==> config.mk <==
export PLATFORM = sky130hd
export DESIGN_NAME = proc_boot_loader_flat
export DESIGN_NICKNAME = d
export VERILOG_FILES = /design/src/rtl/proc_boot_pkg.sv /design/src/rtl/proc_boot_loader_if.sv /design/src/rtl/proc_boot_watchdog.sv /design/src/rtl/proc_boot_loader.sv /design/src/flat_wrapper.sv
export SDC_FILE = /design/constraint.sdc
export NUM_CORES = 1
export LEC_CHECK = 0
export ABC_AREA = 1
export CAP_MARGIN = 20
export CORE_MARGIN = 2
export CORE_UTILIZATION = 35
export CTS_BUF_LIST = sky130_fd_sc_hd__clkbuf_2
export DETAILED_ROUTE_END_ITERATION = 10
export PLACE_DENSITY = 0.67
export SYNTH_ARGS = -nofsm -noshare
export SYNTH_HDL_FRONTEND = slang
export SYNTH_SLANG_ARGS = --single-unit
==> constraint.sdc <==
create_clock -name CLK -period 9.2 [get_ports CLK]
set_input_delay 1.38 -clock CLK [delete_from_list [all_inputs] [get_ports CLK]]
set_output_delay 1.38 -clock CLK [all_outputs]
set_load 0.01 [all_outputs]
==> src/rtl/proc_boot_pkg.sv <==
// Shared types and defaults for the boot loader: FSM state encoding,
// default hold length and default run watchdog limit.
package proc_boot_pkg;

    typedef enum logic [2:0] {
        IDLE    = 3'd0,
        LOAD    = 3'd1,
        HOLD    = 3'd2,
        RUN     = 3'd3,
        DONE    = 3'd4,
        TIMEOUT = 3'd5
    } state_t;

    localparam int          DEF_RESET_CYCLES = 2;
    localparam int          DEF_WD_W         = 16;
    localparam logic [15:0] DEF_WD_LIMIT     = 16'h00FF;

endpackage

==> src/rtl/proc_boot_loader_if.sv <==
// Host/core-facing bundle of the boot loader. The loader sits on the slave modport.
// The checksum signal exists only when PROC_BOOT_CHECKSUM_EN is defined.
interface proc_boot_loader_if #(
    parameter int IMEM_AW = 6
);
    logic               go;
    logic [63:0]        start_pc;
    logic [63:0]        halt_pc;
    logic               in_valid;
    logic               in_ready;
    logic [31:0]        in_data;
    logic               in_last;
    logic               imem_we;
    logic [IMEM_AW-1:0] imem_addr;
    logic [31:0]        imem_wdata;
    logic               core_resetl;
    logic [63:0]        startpc;
    logic [63:0]        currentpc;
    logic [63:0]        MemtoRegOut;
    logic [63:0]        result;
    logic               busy;
    logic               done;
    logic               timeout;
    logic               overflow;
`ifdef PROC_BOOT_CHECKSUM_EN
    logic [31:0]        checksum;
`endif

    modport slave (
        input  go, start_pc, halt_pc, in_valid, in_data, in_last, currentpc, MemtoRegOut,
        output in_ready, imem_we, imem_addr, imem_wdata, core_resetl, startpc, result,
        output busy, done, timeout, overflow
`ifdef PROC_BOOT_CHECKSUM_EN
        , output checksum
`endif
    );

    modport master (
        output go, start_pc, halt_pc, in_valid, in_data, in_last, currentpc, MemtoRegOut,
        input  in_ready, imem_we, imem_addr, imem_wdata, core_resetl, startpc, result,
        input  busy, done, timeout, overflow
`ifdef PROC_BOOT_CHECKSUM_EN
        , input checksum
`endif
    );

endinterface

==> src/rtl/proc_boot_watchdog.sv <==
// Clearable up-counter with a terminal-count flag (count == limit), combinational flag.
// Clear has priority over enable; no backpressure.
module proc_boot_watchdog #(
    parameter int W = 16
) (
    input  logic         CLK,
    input  logic         reset,
    input  logic         i_clr,
    input  logic         i_en,
    input  logic [W-1:0] i_limit,
    output logic         o_tc
);

    logic [W-1:0] r_count;

    always_ff @(posedge CLK or posedge reset) begin
        if (reset) begin
            r_count <= '0;
        end else if (i_clr) begin
            r_count <= '0;
        end else if (i_en) begin
            r_count <= r_count + 1'b1;
        end
    end

    assign o_tc = (r_count == i_limit);

endmodule

==> src/rtl/proc_boot_loader.sv <==
// Loads a program into imem (1 word/cycle, write one cycle after transfer), holds then runs the core,
// ends on halt PC or watchdog; in_ready is registered from state. Optional PROC_BOOT_CHECKSUM_EN.
module proc_boot_loader
    import proc_boot_pkg::*;
#(
    parameter int              IMEM_AW      = 6,
    parameter int              RESET_CYCLES = DEF_RESET_CYCLES,
    parameter int              WD_W         = DEF_WD_W,
    parameter logic [WD_W-1:0] WD_LIMIT     = WD_W'(DEF_WD_LIMIT)
) (
    input  logic             CLK,
    input  logic             reset,
    proc_boot_loader_if.slave bus
);

    localparam logic [IMEM_AW-1:0] LAST_ADDR = '1;

    state_t             r_state;
    logic               r_in_ready;
    logic               r_imem_we;
    logic [IMEM_AW-1:0] r_imem_addr;
    logic [31:0]        r_imem_wdata;
    logic [IMEM_AW-1:0] r_wcnt;
    logic               r_core_resetl;
    logic [63:0]        r_startpc;
    logic [63:0]        r_halt_pc;
    logic [63:0]        r_result;
    logic               r_busy;
    logic               r_done;
    logic               r_timeout;
    logic               r_overflow;

    logic               w_xfer;
    logic               w_go_ok;
    logic               w_wd_en;
    logic               w_wd_clr;
    logic               w_wd_tc;
    logic [WD_W-1:0]    w_wd_limit;

    assign w_xfer  = r_in_ready && bus.in_valid;
    assign w_go_ok = bus.go && (r_state == IDLE || r_state == DONE || r_state == TIMEOUT);

    // One counter serves both the HOLD length and the RUN watchdog; it restarts at each phase entry.
    assign w_wd_en    = (r_state == HOLD) || (r_state == RUN);
    assign w_wd_clr   = !w_wd_en || ((r_state == HOLD) && w_wd_tc);
    assign w_wd_limit = (r_state == HOLD) ? WD_W'(RESET_CYCLES - 1) : WD_LIMIT;

    proc_boot_watchdog #(.W(WD_W)) u_wd (
        .CLK     (CLK),
        .reset   (reset),
        .i_clr   (w_wd_clr),
        .i_en    (w_wd_en),
        .i_limit (w_wd_limit),
        .o_tc    (w_wd_tc)
    );

    always_ff @(posedge CLK or posedge reset) begin
        if (reset) begin
            r_state       <= IDLE;
            r_in_ready    <= 1'b0;
            r_imem_we     <= 1'b0;
            r_imem_addr   <= '0;
            r_imem_wdata  <= '0;
            r_wcnt        <= '0;
            r_core_resetl <= 1'b0;
            r_startpc     <= '0;
            r_halt_pc     <= '0;
            r_result      <= '0;
            r_busy        <= 1'b0;
            r_done        <= 1'b0;
            r_timeout     <= 1'b0;
            r_overflow    <= 1'b0;
        end else begin
            r_imem_we <= 1'b0;
            case (r_state)
                IDLE, DONE, TIMEOUT: begin
                    if (w_go_ok) begin
                        r_state    <= LOAD;
                        r_in_ready <= 1'b1;
                        r_wcnt     <= '0;
                        r_overflow <= 1'b0;
                        r_startpc  <= bus.start_pc;
                        r_halt_pc  <= bus.halt_pc;
                        r_busy     <= 1'b1;
                        r_done     <= 1'b0;
                        r_timeout  <= 1'b0;
                    end
                end
                LOAD: begin
                    if (w_xfer) begin
                        r_imem_we    <= 1'b1;
                        r_imem_addr  <= r_wcnt;
                        r_imem_wdata <= bus.in_data;
                        r_wcnt       <= r_wcnt + 1'b1;
                        // A full memory without in_last means the program was cut short.
                        if (bus.in_last || (r_wcnt == LAST_ADDR)) begin
                            r_state    <= HOLD;
                            r_in_ready <= 1'b0;
                            r_overflow <= !bus.in_last;
                        end
                    end
                end
                HOLD: begin
                    if (w_wd_tc) begin
                        r_state       <= RUN;
                        r_core_resetl <= 1'b1;
                    end
                end
                RUN: begin
                    if (bus.currentpc >= r_halt_pc) begin
                        r_state       <= DONE;
                        r_done        <= 1'b1;
                        r_busy        <= 1'b0;
                        r_core_resetl <= 1'b0;
                        r_result      <= bus.MemtoRegOut;
                    end else if (w_wd_tc) begin
                        r_state       <= TIMEOUT;
                        r_timeout     <= 1'b1;
                        r_busy        <= 1'b0;
                        r_core_resetl <= 1'b0;
                        r_result      <= bus.MemtoRegOut;
                    end
                end
                default: r_state <= IDLE;
            endcase
        end
    end

`ifdef PROC_BOOT_CHECKSUM_EN
    logic [31:0] r_checksum;

    always_ff @(posedge CLK or posedge reset) begin
        if (reset) begin
            r_checksum <= '0;
        end else if (w_go_ok) begin
            r_checksum <= '0;
        end else if (w_xfer) begin
            r_checksum <= {r_checksum[30:0], r_checksum[31]} ^ bus.in_data;
        end
    end

    assign bus.checksum = r_checksum;
`endif

    assign bus.in_ready    = r_in_ready;
    assign bus.imem_we     = r_imem_we;
    assign bus.imem_addr   = r_imem_addr;
    assign bus.imem_wdata  = r_imem_wdata;
    assign bus.core_resetl = r_core_resetl;
    assign bus.startpc     = r_startpc;
    assign bus.result      = r_result;
    assign bus.busy        = r_busy;
    assign bus.done        = r_done;
    assign bus.timeout     = r_timeout;
    assign bus.overflow    = r_overflow;

endmodule
==> src/flat_wrapper.sv <==
// flat-port wrapper written by rule: the top's interface ports become plain ports
module proc_boot_loader_flat import proc_boot_pkg::*;
#(
    parameter int              IMEM_AW      = 6,
    parameter int              RESET_CYCLES = DEF_RESET_CYCLES,
    parameter int              WD_W         = DEF_WD_W,
    parameter logic [WD_W-1:0] WD_LIMIT     = WD_W'(DEF_WD_LIMIT)
)
  (CLK, reset, bus_go, bus_start_pc, bus_halt_pc, bus_in_valid, bus_in_data, bus_in_last, bus_currentpc, bus_MemtoRegOut, bus_in_ready, bus_imem_we, bus_imem_addr, bus_imem_wdata, bus_core_resetl, bus_startpc, bus_result, bus_busy, bus_done, bus_timeout, bus_overflow);
  proc_boot_loader_if #(.IMEM_AW(IMEM_AW)) bus_i ();
  input  logic CLK;
  input  logic reset;
  input wire logic [$bits(bus_i.go)-1:0] bus_go;
  input wire logic [$bits(bus_i.start_pc)-1:0] bus_start_pc;
  input wire logic [$bits(bus_i.halt_pc)-1:0] bus_halt_pc;
  input wire logic [$bits(bus_i.in_valid)-1:0] bus_in_valid;
  input wire logic [$bits(bus_i.in_data)-1:0] bus_in_data;
  input wire logic [$bits(bus_i.in_last)-1:0] bus_in_last;
  input wire logic [$bits(bus_i.currentpc)-1:0] bus_currentpc;
  input wire logic [$bits(bus_i.MemtoRegOut)-1:0] bus_MemtoRegOut;
  output wire logic [$bits(bus_i.in_ready)-1:0] bus_in_ready;
  output wire logic [$bits(bus_i.imem_we)-1:0] bus_imem_we;
  output wire logic [$bits(bus_i.imem_addr)-1:0] bus_imem_addr;
  output wire logic [$bits(bus_i.imem_wdata)-1:0] bus_imem_wdata;
  output wire logic [$bits(bus_i.core_resetl)-1:0] bus_core_resetl;
  output wire logic [$bits(bus_i.startpc)-1:0] bus_startpc;
  output wire logic [$bits(bus_i.result)-1:0] bus_result;
  output wire logic [$bits(bus_i.busy)-1:0] bus_busy;
  output wire logic [$bits(bus_i.done)-1:0] bus_done;
  output wire logic [$bits(bus_i.timeout)-1:0] bus_timeout;
  output wire logic [$bits(bus_i.overflow)-1:0] bus_overflow;
  assign bus_i.go = bus_go;
  assign bus_i.start_pc = bus_start_pc;
  assign bus_i.halt_pc = bus_halt_pc;
  assign bus_i.in_valid = bus_in_valid;
  assign bus_i.in_data = bus_in_data;
  assign bus_i.in_last = bus_in_last;
  assign bus_i.currentpc = bus_currentpc;
  assign bus_i.MemtoRegOut = bus_MemtoRegOut;
  assign bus_in_ready = bus_i.in_ready;
  assign bus_imem_we = bus_i.imem_we;
  assign bus_imem_addr = bus_i.imem_addr;
  assign bus_imem_wdata = bus_i.imem_wdata;
  assign bus_core_resetl = bus_i.core_resetl;
  assign bus_startpc = bus_i.startpc;
  assign bus_result = bus_i.result;
  assign bus_busy = bus_i.busy;
  assign bus_done = bus_i.done;
  assign bus_timeout = bus_i.timeout;
  assign bus_overflow = bus_i.overflow;
  proc_boot_loader #(.IMEM_AW(IMEM_AW), .RESET_CYCLES(RESET_CYCLES), .WD_W(WD_W), .WD_LIMIT(WD_LIMIT)) u_core (.CLK(CLK), .reset(reset), .bus(bus_i));
endmodule
Word-level counts from Yosys, hierarchy flattened
Cells that the tools add are included.
Cells by class
  reductions and logical operators: 27
  $add $sub $neg: 2
  div/mod/pow operators: 0
  shift operators: 0
  magnitude comparators: 1
  multiply operators: 0
  bitwise operators: 0
  equality and inequality tests: 15
  multiplexer cells: 34
Operators by type and width (number)
  $mux 64: 2
  $ge 64x64->1: 1
  $mux 16: 2
  $mux 3: 6
  $add 16x1->16 const B: 1
  $eq 16x16->1: 1
  $mux 1: 13
  $mux 6: 2
  $pmux 1 s2: 6
  $pmux 3 s4: 1
  $pmux 6 s2: 1
  $reduce_and 3->1: 4
  $ne 2x1->1 const B: 5
  $reduce_bool 2->1: 5
  $mux 8: 1
  $reduce_and 4->1: 2
  $add 6x1->6 const B: 1
  $eq 3x2->1 const B: 2
  $eq 3x3->1 const B: 2
  $eq 6x6->1 const B: 1
  $reduce_and 2->1: 3
  $logic_or 1x1->1: 5
  $reduce_and 5->1: 1
  $ne 2x2->1 const B: 2
  6 further kinds: 9
Storage, ports and cells
  bits in latches: 0
  flip-flop bits (word level): 262
  output and inout bits: 173
  RAM bits: 0
  input port bits: 293
  word-level logic and storage cells: 94
  memories: 0
  ROM bits: 0

Longest topological paths before layout
  depth in word-level cells: 6
  mapped depth: 20
  mapped depth without buffers: 19

Hierarchy
From an unflattened synthesis, not the netlist that was laid out.
Unflattened totals
  cells, all modules: 1461
  area total of the unflattened synthesis: 12251.8 µm²
Modules (own cells, without submodules)
  proc_boot_loader: area each 11044.3 µm², seq. area each 6155.9 µm², cells an instance 1291, times used 1
  proc_boot_watchdog: area each 1207.4 µm², seq. area each 400.4 µm², cells an instance 170, times used 1

Worst setup path after synthesis
No wires, ideal clock.
  path kind: input to register
  start point: in bus_currentpc[53]
  end point: reg u_core.r_result[38] (netlist: u_core.bus.result[38])
  cell stages on the path: 13
  setup time: 117 ps
  setup slack: 6253 ps
  data required time: 9083 ps
  arrival time: 2830 ps
  path through: ha_1 a21oi_1 nor2_1 nor2_1 nand3_1 nand2_1 nand2_1 nor2_1 nand3_2 buf_4 buf_4 nand3_1 nand2_1
Between the ends
  longest elaborated chain between the ends: 3
  elaborated cells between the ends (all ways): 4
RTL lines
  from (decl): RTL line flat_wrapper.sv:19  | input wire logic [$bits(bus_i.currentpc)-1:0] bus_currentpc;
  $ge 64x64->1 *: RTL line proc_boot_loader.sv:110  | if (bus.currentpc >= r_halt_pc) begin
  $reduce_bool 2->1 (no line)
  $reduce_and 2->1 (no line)
  to (signal assigned): RTL line proc_boot_loader.sv:115  | r_result <= bus.MemtoRegOut;
  to (signal assigned): RTL line proc_boot_loader.sv:121  | r_result <= bus.MemtoRegOut;
  to (decl): RTL line proc_boot_loader.sv:27  | logic [63:0] r_result;
Mark *: on every way between the ends. The rest lies on a longest branch, timed or not.
A chain may end at the register's enable or synchronous reset.

Final worst setup path
  start point: in bus_currentpc[57]
  end point: reg u_core.r_result[61] (netlist: u_core.bus.result[61])
The elaborated chain is that of the path after synthesis.

==> results.md <==
- Peak supply drop: between 100 and 150 µV
- PortBufs: approximately 470
- Hold Crit Class: reg -> reg
- Hold Path Depth: 2
- CTS resizes: 0
- Setup TNS Final: 0 ns
- DRC: 0
- Register-to-Register Path Depth: 13
- Final hold vios: 0
- Async set or reset register ratio after synthesis: 100%
- CTS clk-pin slew, worst paths: ~0.080 ns
- Total Routed Length: roughly 36,000 µm
- Clock Skew: a little under 0.07 ns
- GRT overflow: 0
- Layout cells sized above 1: between 6 and 7%
- Hold Path End: u_core.bus.imem_wdata[26]
- Final setup fails: 0
- Clk sinks: about 260
- First-pass GRT wire length: 58,100 µm
- Vias: roughly 11k
- Worst path slowest cell: buf_4
- Setup crit start kind: primary input
- Unrepaired setup endpoints after global routing: no
- Worst setup margin: 5.31 ns
- Main synth FF type: dfrtp_1
- Commonest cells after routing, fill and taps aside: nand2_1 (603), clkdlybuf4s50_1 (465), dfrtp_1 (262)
- Max incr delay on CP: about 0.52 ns
- Most used cell, CP: nand2_1
- 1st-iter DRT viols: about 440
- Cts hold-fix bufs: 0
- Max Fclk: 257 MHz
- Max cap viols: 0
- Num CTS Buffers: 76
- GRT Total Usage: between 20% and 30%
- Die ar.: around 36,000 µm²
- Outcome: completed
- Hold WS: approximately 0.47 ns
- Number of routed nets with antenna violations: 0
- I/O pin total: 466
- Number of synthesized flops with an enable pin: 0
- Commonest non-fill, non-tap cell in the layout: nand2_1
- Clock Root Buffer: clkbuf_2
- CTS H-Tree Depth: 3
- Total power: a little over 5 mW
- Worst EP arrival: 4.58 ns
- Largest net degree at the start of global routing: ~130
- Worst reg2reg setup slack: roughly 5.9 ns
- Vias per std cell: approximately 4.6
- Clock period minus final worst setup slack: 3.89 ns
- Mapped cell area: between 10,000 and 15,000 µm²
- Cell variety after synth: 33
- Leakage: between 8 and 9 nW
- Die W: about 190 µm
- Crit Reg-Reg Startpoint: u_core.r_halt_pc[59]
- Avg WL per Cell: approximately 15 µm
- Post-CTS Setup Inserts: 0
- Iteration count of the initial detailed-routing pass: 5
- Mapped Cells: 1,409
- Routability cong.: 0.832
- CP Class: in -> reg
- Critical path required time: around 9.9 ns
- Final Slew Violations: 0
- Sequential fraction of the synthesis area: a little over half
- Relative slew slack: between 30% and 40%
- Initial Util: 35.6%
- HP Start: u_core.bus.imem_wdata[26]
- Initial antenna violation count: 2
- CP delay by family, top: simple AND/OR/NAND/NOR gates
- CTS tree: done
- Area of the core: around 34,000 µm²
- Yosys top cell area share: roughly 55%
- CP Cell Sequence: clkdlybuf4s50_1 > ha_1 > nand4_1 > nor2_1 > nand3_1 > nor3_1 > nand2_1 > nand3_2 > buf_4 > nand2_2 > buf_4 > nand2_1 > nand2_1
- Die H: between 150 and 200 µm
- Clock latency at the later pin of the worst-skew pair: approximately 0.85 ns
- Layout area overhead: 48.1%
- Synth top area cells: dfrtp_1 (55%), nand2_1 (19%), ha_1 (6.9%)
- Vias in the first global route: ~11k
- Slew @ Worst Pin: 0.999 ns
- Fin nets: 2,262
- R2r endpoint: u_core.bus.result[61]
- Ys Warns: 0
- Crit. End Element: flop
- HPWL after DPL: around 26,000 µm
- Avg Inst Size Synth: 8.47 µm²
- Power Dens Cells: slightly below 300 nW/µm²
- Area leader, netlist: dfrtp_1
- Max clock buf depth: 3
- Synthesis-stage register bit count: between 200 and 300
- Rows: 67
- CP max FO: 65
- Place WS: 4.44 ns
- CP Buf/Inv Count: 3
- Final worst-path cycle share: between 40% and 50%
- Syn Nets: 1,768
## sequential cells by signal, summed over array words and instances (netlist names), 3 cells and up
register,flops
u_core.bus.imem_addr,6
u_core.bus.imem_wdata,32
u_core.bus.result,64
u_core.bus.startpc,64
u_core.r_halt_pc,64
u_core.r_state,3
u_core.r_wcnt,6
u_core.u_wd.r_count,16
## routing by layer
metal | up-vias | part of all wire [%] | track usage (%)
met3 | 67 | 9.0 | 7.49
met5 | - | 0 | 0
li1 | 5490 | - | -
met2 | 417 | 47 | 33.4
met4 | 0 | 2.8 | 8.26
met1 | 5030 | 41 | 24.2
## worst max-delay path by stage
stage                 startpoint                    end  slack [ns]  cells past startpoint
6_report       bus_currentpc[57]  u_core.bus.result[61]        5.31                     13
5_1_grt        bus_currentpc[15]  u_core.bus.result[46]        5.02                     17
4_1_cts        bus_currentpc[15]  u_core.bus.result[61]        5.41                     17
3_5_place_dp   bus_currentpc[15]  u_core.bus.result[61]        4.44                     17
3_3_place_gp   bus_currentpc[15]  u_core.bus.result[25]        4.50                     17
2_1_floorplan              reset        u_core.bus.busy        0.61                      1
## power by group
| part | leakage, nW | total (mW) | internal (mW) | switching (mW) |
|---|---|---|---|---|
| sequential | 3.31 | 1.88 | 1.64 | 0.241 |
| combinational | 4.89 | 2.35 | 1.09 | 1.26 |
| clock | 0.508 | 0.881 | 0.376 | 0.505 |
## tightest hold or removal path: cells and delay by family (launching register included)
family        cells  cell delay [ns]
flops             1             0.35
simple gates      2             0.10
## synth_stat cells (3+ instances only)
| master | instances |
|---|---|
| nand2_1 | 604 |
| buf_2 | 3 |
| nor3_1 | 12 |
| nor2_1 | 54 |
| o21ai_0 | 81 |
| nor3b_1 | 6 |
| inv_1 | 109 |
| buf_4 | 7 |
| xor2_1 | 6 |
| nand3_1 | 82 |
| ha_1 | 66 |
| dfrtp_1 | 262 |
| a21oi_1 | 38 |
| buf_6 | 5 |
| clkbuf_1 | 43 |
| nand4_1 | 8 |
## stage by stage
| stage | utilization [%] | instances | area, µm² |
|---|---|---|---|
| after detailed placement | 50.5 | 2272 | 16900 |
| after floorplan | - | 1409 | 11900 |
| after global routing | 52.7 | 2404 | 17700 |
| final | 52.7 | 2404 | 17700 |
| after CTS | 52.6 | 2401 | 17600 |
| after global placement | 50.5 | 2272 | 16900 |
## final cells by class
cell class / count / area, µm²
well taps: 448 / 561
flip-flops and latches: 262 / 6560
clock buffers: 98 / 490
inverters: 110 / 423
multi-input cells: 978 / 4680
clock inverters: 31 / 200
diodes: 2 / 5.00
repair buffers: 475 / 4750
fillers: 3133 / 15900
## cell families after synthesis
group | synth area share (%)
compound gates | 5.81
xor+xnor | 0.441
fa+ha+maj | 6.92
buf+inv | 5.88
flops | 55.0
simple gates | 26.0
Power figures use the tool's default switching activity.
